**src/rtl/int_seq_pkg.sv**
```systemverilog
// Shared encodings for the interrupt entry/exit sequencer: FSM states and
// the injected memory-op codes.
package int_seq_pkg;

  typedef enum logic [2:0] {
    IDLE   = 3'd0,
    DRAIN  = 3'd1,
    PUSH_H = 3'd2,
    PUSH_L = 3'd3,
    PUSH_F = 3'd4,
    VECTOR = 3'd5,
    ISR    = 3'd6
  } seq_state_e;

  localparam logic [1:0] INJ_NONE   = 2'b00;
  localparam logic [1:0] INJ_PUSH16 = 2'b01;

endpackage

```
**src/rtl/int_pending_latch.sv**
```systemverilog
// Rising-edge detector on the external interrupt level plus the single-entry
// pending flag; a new edge wins over a simultaneous clear.
module int_pending_latch
  import int_seq_pkg::*;
(
  input  logic clk,
  input  logic rst,
  input  logic int_level,
  input  logic clear,
  output logic pending
);

  logic int_prev;
  logic rise;

  always_comb begin
    rise = int_level & ~int_prev;
  end

  // int_prev resets high so a level already asserted through reset is not an edge.
  always_ff @(posedge clk) begin
    if (rst) begin
      int_prev <= 1'b1;
      pending  <= 1'b0;
    end else begin
      int_prev <= int_level;
      if (rise) begin
        pending <= 1'b1;
      end else if (clear) begin
        pending <= 1'b0;
      end else begin
        pending <= pending;
      end
    end
  end

endmodule

```
**src/rtl/int_sequencer.sv**
```systemverilog
// Interrupt entry/exit sequencer: drains the pipeline, injects three stack
// pushes (PC high, PC low, flags), loads the vector and tracks the ISR.
module int_sequencer
  import int_seq_pkg::*;
#(
  parameter int          DRAIN_CYC = 4,
  parameter logic [31:0] VEC_ADDR  = 32'h0000_0002
) (
  input  logic        Clk,
  input  logic        Rst,
  input  logic        Int,
  input  logic        branch_busy,
  input  logic [31:0] fetch_pc,
  input  logic [2:0]  flags,
  input  logic        rti_retire,
  input  logic        sp_ready,
  output logic        stall_fetch,
  output logic        inj_valid,
  output logic [1:0]  inj_op,
  output logic [15:0] inj_data,
  output logic        pc_load,
  output logic [31:0] pc_target,
  output logic        in_isr,
  output logic        int_ack
);

  localparam int CNT_W = (DRAIN_CYC < 1) ? 1 : $clog2(DRAIN_CYC + 1);

  seq_state_e       state;
  logic [CNT_W-1:0] cnt;
  logic [15:0]      ret_pc_lo;
  logic [2:0]       ret_flags;
  logic             pending;
  logic             clear_pending;

  always_comb begin
    clear_pending = (state == VECTOR);
  end

  int_pending_latch u_pending (
    .clk       (Clk),
    .rst       (Rst),
    .int_level (Int),
    .clear     (clear_pending),
    .pending   (pending)
  );

  // Outputs are assigned alongside each transition so they describe the state being entered.
  always_ff @(posedge Clk) begin
    if (Rst) begin
      state       <= IDLE;
      cnt         <= {CNT_W{1'b0}};
      ret_pc_lo   <= 16'h0000;
      ret_flags   <= 3'b000;
      stall_fetch <= 1'b0;
      inj_valid   <= 1'b0;
      inj_op      <= INJ_NONE;
      inj_data    <= 16'h0000;
      pc_load     <= 1'b0;
      pc_target   <= 32'h0000_0000;
      in_isr      <= 1'b0;
      int_ack     <= 1'b0;
    end else begin
      pc_load   <= 1'b0;
      pc_target <= 32'h0000_0000;
      int_ack   <= 1'b0;
      case (state)
        IDLE: begin
          if (pending && !in_isr) begin
            state       <= DRAIN;
            cnt         <= CNT_W'(DRAIN_CYC);
            stall_fetch <= 1'b1;
          end
        end
        DRAIN: begin
          if ((cnt == {CNT_W{1'b0}}) && !branch_busy) begin
            state     <= PUSH_H;
            ret_pc_lo <= fetch_pc[15:0];
            ret_flags <= flags;
            inj_valid <= 1'b1;
            inj_op    <= INJ_PUSH16;
            inj_data  <= fetch_pc[31:16];
          end else if (cnt != {CNT_W{1'b0}}) begin
            cnt <= cnt - CNT_W'(1);
          end else begin
            cnt <= cnt;
          end
        end
        PUSH_H: begin
          if (sp_ready) begin
            state    <= PUSH_L;
            inj_data <= ret_pc_lo;
          end
        end
        PUSH_L: begin
          if (sp_ready) begin
            state    <= PUSH_F;
            inj_data <= {13'b0, ret_flags};
          end
        end
        PUSH_F: begin
          if (sp_ready) begin
            state     <= VECTOR;
            inj_valid <= 1'b0;
            inj_op    <= INJ_NONE;
            inj_data  <= 16'h0000;
            pc_load   <= 1'b1;
            pc_target <= VEC_ADDR;
            int_ack   <= 1'b1;
          end
        end
        VECTOR: begin
          state       <= ISR;
          stall_fetch <= 1'b0;
          in_isr      <= 1'b1;
        end
        ISR: begin
          if (rti_retire) begin
            state  <= IDLE;
            in_isr <= 1'b0;
          end
        end
        default: begin
          state       <= IDLE;
          stall_fetch <= 1'b0;
          inj_valid   <= 1'b0;
          inj_op      <= INJ_NONE;
          inj_data    <= 16'h0000;
          in_isr      <= 1'b0;
        end
      endcase
    end
  end

endmodule

```
**config.mk**
```make
export PLATFORM = sky130hd
export DESIGN_NAME = int_sequencer
export DESIGN_NICKNAME = d
export VERILOG_FILES = /design/src/rtl/int_seq_pkg.sv /design/src/rtl/int_pending_latch.sv /design/src/rtl/int_sequencer.sv
export SDC_FILE = /design/constraint.sdc
export NUM_CORES = 1
export LEC_CHECK = 0
export CORE_MARGIN = 2
export CORE_UTILIZATION = 35
export CTS_CLUSTER_DIAMETER = 200
export DETAILED_ROUTE_END_ITERATION = 8
export PLACE_DENSITY = 0.66
export SLEW_MARGIN = 0
export SYNTH_ARGS = -nofsm -noshare
export SYNTH_HDL_FRONTEND = slang
export SYNTH_SLANG_ARGS = --single-unit
```
**constraint.sdc**
```tcl
create_clock -name Clk -period 2.5 [get_ports Clk]
set_input_delay 0.5 -clock Clk [delete_from_list [all_inputs] [get_ports Clk]]
set_output_delay 0.5 -clock Clk [all_outputs]
set_load 0.01 [all_outputs]
```
# == Word-level counts from Yosys, hierarchy flattened ==
# Cells that the tools add are included.
# Widths: inputs -> output; s select.
# totals
register_bits,81
input_bits,41
output_inout_bits,55
wordCells,86
# classes
addsub,1
eq_ne,14
muxes,30
bitwise,7
n_reduce_logical,21
# op_table
cell,n
$pmux 16 s5,1
$mux 16,4
$mux 3,9
$pmux 3 s7,1
$ne 2x2->1 const B,8
$reduce_or 5->1,3
$eq 3x3->1 const B,3
$mux 1,7
$eq 3x2->1 const B,2
$logic_not 3->1,2
$mux 2,3
$not 1->1,6
$pmux 1 s3,2
$pmux 2 s3,1
$pmux 3 s2,1
$reduce_and 2->1,3
$reduce_and 6->1,1
$reduce_and 5->1,1
$reduce_and 4->1,1
$reduce_bool 2->1,2
$eq 3x1->1 const B,1
$reduce_and 3->1,1
$reduce_bool 3->1,1
$reduce_or 3->1,1
other kinds (6),8

# == Longest topological paths before layout ==
# logic_depth
ltp_word,4
mapped_depth,7
depth_no_buf,6

# == Modules after synthesis ==
# Synthesis repeated with hierarchy kept, for this count alone.
# unflattened
hier_cells,304
area_unflattened_um2,2467.4
# by_module_without_submodules
mod,n_inst,cells_per_inst,area_each_um2,seq_area_each_um2
int_sequencer,1,298,2399.8,900.9
int_pending_latch,1,6,67.6,40.0

# == Worst setup path before layout ==
# Ideal clock, no wire load.
# synth_timing
kind,reg2reg
from,register cnt[0]
to,register inj_data[9]
setup_ns,0.070
arrival_time_ns,1.594
required_ns,2.430
path_slack_ns,0.836
stages_incl_launch_ff,8
n_path_buf,1
synth_period_minus_slack_ns,1.664
path_cell_list,dfxtp_1 inv_1 ha_1 nor3b_2 nor3_1 clkbuf_1 or4_1 a21oi_1
# synth_via
elab_chain_cells,4
# synth_lines
element,line,text
"start, declared",int_sequencer.sv:30,logic [CNT_W-1:0] cnt;
"start signal, assigned",int_sequencer.sv:52,cnt <= {CNT_W{1'b0}};
"start signal, assigned",int_sequencer.sv:71,cnt <= CNT_W'(DRAIN_CYC);
"start signal, assigned",int_sequencer.sv:84,cnt <= cnt - CNT_W'(1);
$logic_not 3->1,int_sequencer.sv:76,if ((cnt == {CNT_W{1'b0}}) && !branch_busy) begin
$logic_and 1x1->1,int_sequencer.sv:76,
$ne 2x2->1 (no source line),-,
$reduce_and 5->1 (no source line),-,
"end signal, assigned",int_sequencer.sv:82,inj_data <= fetch_pc[31:16];
"end signal, assigned",int_sequencer.sv:92,inj_data <= ret_pc_lo;
"end signal, assigned",int_sequencer.sv:98,"inj_data <= {13'b0, ret_flags};"
"end, declared",int_sequencer.sv:20,"output logic [15:0] inj_data,"
# No other way between the ends.
# A chain may end at the register's enable or synchronous reset.

# == Final worst setup path ==
# layout_timing
from,register state[2]
to,register inj_data[10]
# layout_via
elab_chain_cells,4
elab_cells_between_ends,15
classes_between,eq/ne (10); mux (1); bitwise (1); reduce/logical (3)
# layout_lines
element,line,text
"start, declared",int_sequencer.sv:29,seq_state_e state;
"start signal, assigned",int_sequencer.sv:51,state <= IDLE;
"start signal, assigned",int_sequencer.sv:70,state <= DRAIN;
"start signal, assigned",int_sequencer.sv:77,state <= PUSH_H;
$eq 3x3->1 or $logic_not 3->1 (tied branches),int_sequencer.sv:67,case (state)
$reduce_or 3->1 (no source line),-,
$not 1->1 (no source line),-,
$reduce_and 5->1 (no source line),-,
# Parallel ways exist; a longest one is shown, timed or not.

==> qor.csv <==
metric,value,unit
Mapped Area,2461,um2
"FFs w/ async S/R, synth",0,%
antenna diode count,0,
Syn-to-layout area delta,27.40,%
Starting Density,36.22,%
fraction of final layout cells sized beyond drive strength 1,8.939,%
sinks on the clock net,47,
outcome,completed,
list of cells traversed by the critical path,"and4bb_2, a211oi_2, buf_12, or4_1, a21oi_1",
Post CTS Setup Buffer Count,0,
row count,30,
# port buffers,63,
critical path peak fanout,32,
clock tree from TritonCTS,done,
average routed wire per standard cell,12.26,um
Fmax achieved,479.1,MHz
actual transition at the worst max-transition pin,0.7423,ns
RD Place Congestion,0.7290,
average via count per standard cell,4.733,
die height,87.86,um
via count of the first global-routing pass,1896,
Finished Layout Cells,454,
number of distinct library cell variants in the gate-level netlist after synthesis,41,
count of instances resized after the clock tree is built,0,
slowest cell on the critical path,sky130_fd_sc_hd__dfxtp_1,
setup repair after global routing missed its margin,no,
kind of cell with the highest combined delay on the critical path,simple AND/OR/NAND/NOR gates,
biggest area consumer among synthesized cells,sky130_fd_sc_hd__dfxtp_1,
nets,400,
initial antenna violation count,0,
final-layout fill cell count,665,
Yosys top cell area share,38.23,%
data required time of the critical path,2.73,ns
"Clk Latency, worst-skew pair",0.31,ns
minimum clock period after layout,2.087,ns
overall die area,7719,um2
main area contributors after synthesis,"sky130_fd_sc_hd__dfxtp_1, sky130_fd_sc_hd__buf_4, sky130_fd_sc_hd__a21oi_1",
detailed-route DRC error count,0,
x dimension of the die,87.86,um
total vias in the final route,2149,
worst endpoint data arrival time,2.31,ns
maximum clock path buffer count,2,
number of synthesized register bits,47,
Core Region,6794,um2
critical path endpoint category,flop,
DR pass1 iterations,4,
Critical path buffers and inverters,1,
largest voltage drop on the vdd net,254.4,uV
Worst Clk Skew,0.01256,ns
global-route total usage across every layer,14.70,%
Pwr per Cell Area,645.8,nW/um2
Antenna Violating Nets Remaining,0,
Root Driver,sky130_fd_sc_hd__clkbuf_8,
Max H-tree Level,2,
"Hold Violations, Final",0,
relative slew slack,50.45,%
post-detailed-routing wire length,5565,um
leakage power of the design,1.093,nW
maximum number of pins on one net before global-route repair,36,
sum of negative setup slack,0,ns
Post-synth EDFFs,0,
cell count after synthesis,304,
Num CTS Buffers,5,
Post-Place Cells,446,
kind of critical path,reg -> reg,
dominant register cell in the synthesized netlist,sky130_fd_sc_hd__dfxtp_1,
Setup-failing EPs final,0,
first-pass GRT wire length,8894,um
clk slew on worst S/H paths,0.08,ns
per-instance average area after synthesis,8.096,um2
kind of start point of the critical path,flop,
top cells by instance count after synthesis,"sky130_fd_sc_hd__dfxtp_1, sky130_fd_sc_hd__nand2_1, sky130_fd_sc_hd__a21oi_1",
final worst-path cycle share,83.50,%
detailed placer's ending HPWL,4132,um
Hold Crit Class,reg -> reg,
global route total overflow,0,
Max stage delay on crit path,0.81,ns
boundary pin count,96,
cell with the most instances after synthesis,sky130_fd_sc_hd__dfxtp_1,
Yosys warnings,0,
Hold Buf Count CTS,0,
sequential area share after synthesis,38.23,%
max-slew violation count,0,
number of design-rule violations left by the first detailed-router iteration,118,
max capacitance violation total,0,
[placed cells by master, fill, tap and decap left out, types with 2 or more instances in the layout]
| cell type | count |
|---|---|
| sky130_fd_sc_hd__nor2_1 | 11 |
| sky130_fd_sc_hd__dfxtp_1 | 47 |
| sky130_fd_sc_hd__ha_1 | 2 |
| sky130_fd_sc_hd__conb_1 | 32 |
| sky130_fd_sc_hd__nand2b_1 | 4 |
| sky130_fd_sc_hd__inv_1 | 5 |
| sky130_fd_sc_hd__nor3b_2 | 2 |
| sky130_fd_sc_hd__nor3_1 | 3 |
| sky130_fd_sc_hd__or4_1 | 13 |
| sky130_fd_sc_hd__o21ai_0 | 13 |
| sky130_fd_sc_hd__o21ai_1 | 7 |
| sky130_fd_sc_hd__or2_2 | 2 |
| sky130_fd_sc_hd__a21oi_1 | 43 |
| sky130_fd_sc_hd__o41ai_1 | 4 |
| sky130_fd_sc_hd__clkbuf_8 | 6 |
| sky130_fd_sc_hd__buf_4 | 9 |
| sky130_fd_sc_hd__a22oi_1 | 13 |
| sky130_fd_sc_hd__a211oi_2 | 2 |
| sky130_fd_sc_hd__nor3_2 | 2 |
| sky130_fd_sc_hd__nor2b_1 | 5 |
| sky130_fd_sc_hd__mux2i_1 | 4 |
| sky130_fd_sc_hd__nand2_1 | 46 |
| sky130_fd_sc_hd__clkdlybuf4s50_1 | 62 |
[power by group]
group / switching [mW] / internal, mW / leakage [nW]
combinational: 0.354 / 0.300 / 0.665
clock: 0.265 / 0.226 / 0.0474
sequential: 0.0666 / 0.814 / 0.380
total: 0.685 / 1.34 / 1.09
[final timing paths]
kind / from / endpoint / slack [ns] / cells past startpoint
min: ret_flags[2] / ret_flags[2] / 0.46 / 2
max: state[2] / inj_data[10] / 0.41 / 5
min reg2reg: ret_flags[2] / ret_flags[2] / 0.46 / 2
max reg2reg: state[2] / inj_data[10] / 0.41 / 5
[area by class of cell]
class	instances	area (um2)	area share, %
clock buffer	6	82.58	2.634
multi-input combinational	225	1244	39.66
sequential	47	940.9	30.01
inverter	5	18.77	0.5986
clock inverter	2	16.27	0.5188
timing repair buffer	73	713.2	22.75
tap	96	120.1	3.831
[kinds of logic after synthesis]
family | share of synthesized area, %
AND/OR/NAND/NOR | 20.79
AO/OA/AOI/OAI | 21.00
buffers and inverters | 16.37
flip-flops | 38.23
multiplexers | 2.084
adder cells (fa/ha/maj) | 1.017
other | 0.1524
XOR/XNOR | 0.3559
[state kept, by name, summed over array words and instances (netlist names)]
name                cells
inj_data               16
ret_pc_lo              16
cnt                     3
ret_flags               3
state                   3
in_isr                  1
inj_valid               1
pc_target               1
stall_fetch             1
u_pending.int_prev      1
u_pending.pending       1
[worst register-to-register path, delay by kind of cell (launching register included)]
| family | cells | cell delay (ns) |
|---|---|---|
| AO/OA/AOI/OAI | 2 | 0.18 |
| buffers and inverters | 1 | 0.20 |
| flip-flops | 1 | 0.81 |
| AND/OR/NAND/NOR | 2 | 0.83 |
[metrics by stage]
stage	power [mW]	hold WS (ns)	area [um2]	utilization, %	setup slack, ns
6_report	2.025	0.4581	3136	46.15	0.4126
5_1_grt	2.160	0.4846	3136	46.15	0.2786
4_1_cts	2.043	0.4617	3136	46.15	0.4254
3_5_place_dp	1.554	0.4496	3037	44.70	0.2189
3_3_place_gp	1.542	0.4422	3037	44.70	0.2884
2_1_floorplan	1.368	0.4360	2577	-	0.8357
[per-layer routing]
metal / up-vias / global-route usage [%] / share of wire [%]
met5: - / 0 / 0
met4: 0 / 4.476 / 1.1
met3: 6 / 3.299 / 5.7
met2: 72 / 24.24 / 48
met1: 975 / 19.21 / 45
li1: 1096 / - / -
Power figures use the tool's default switching activity.
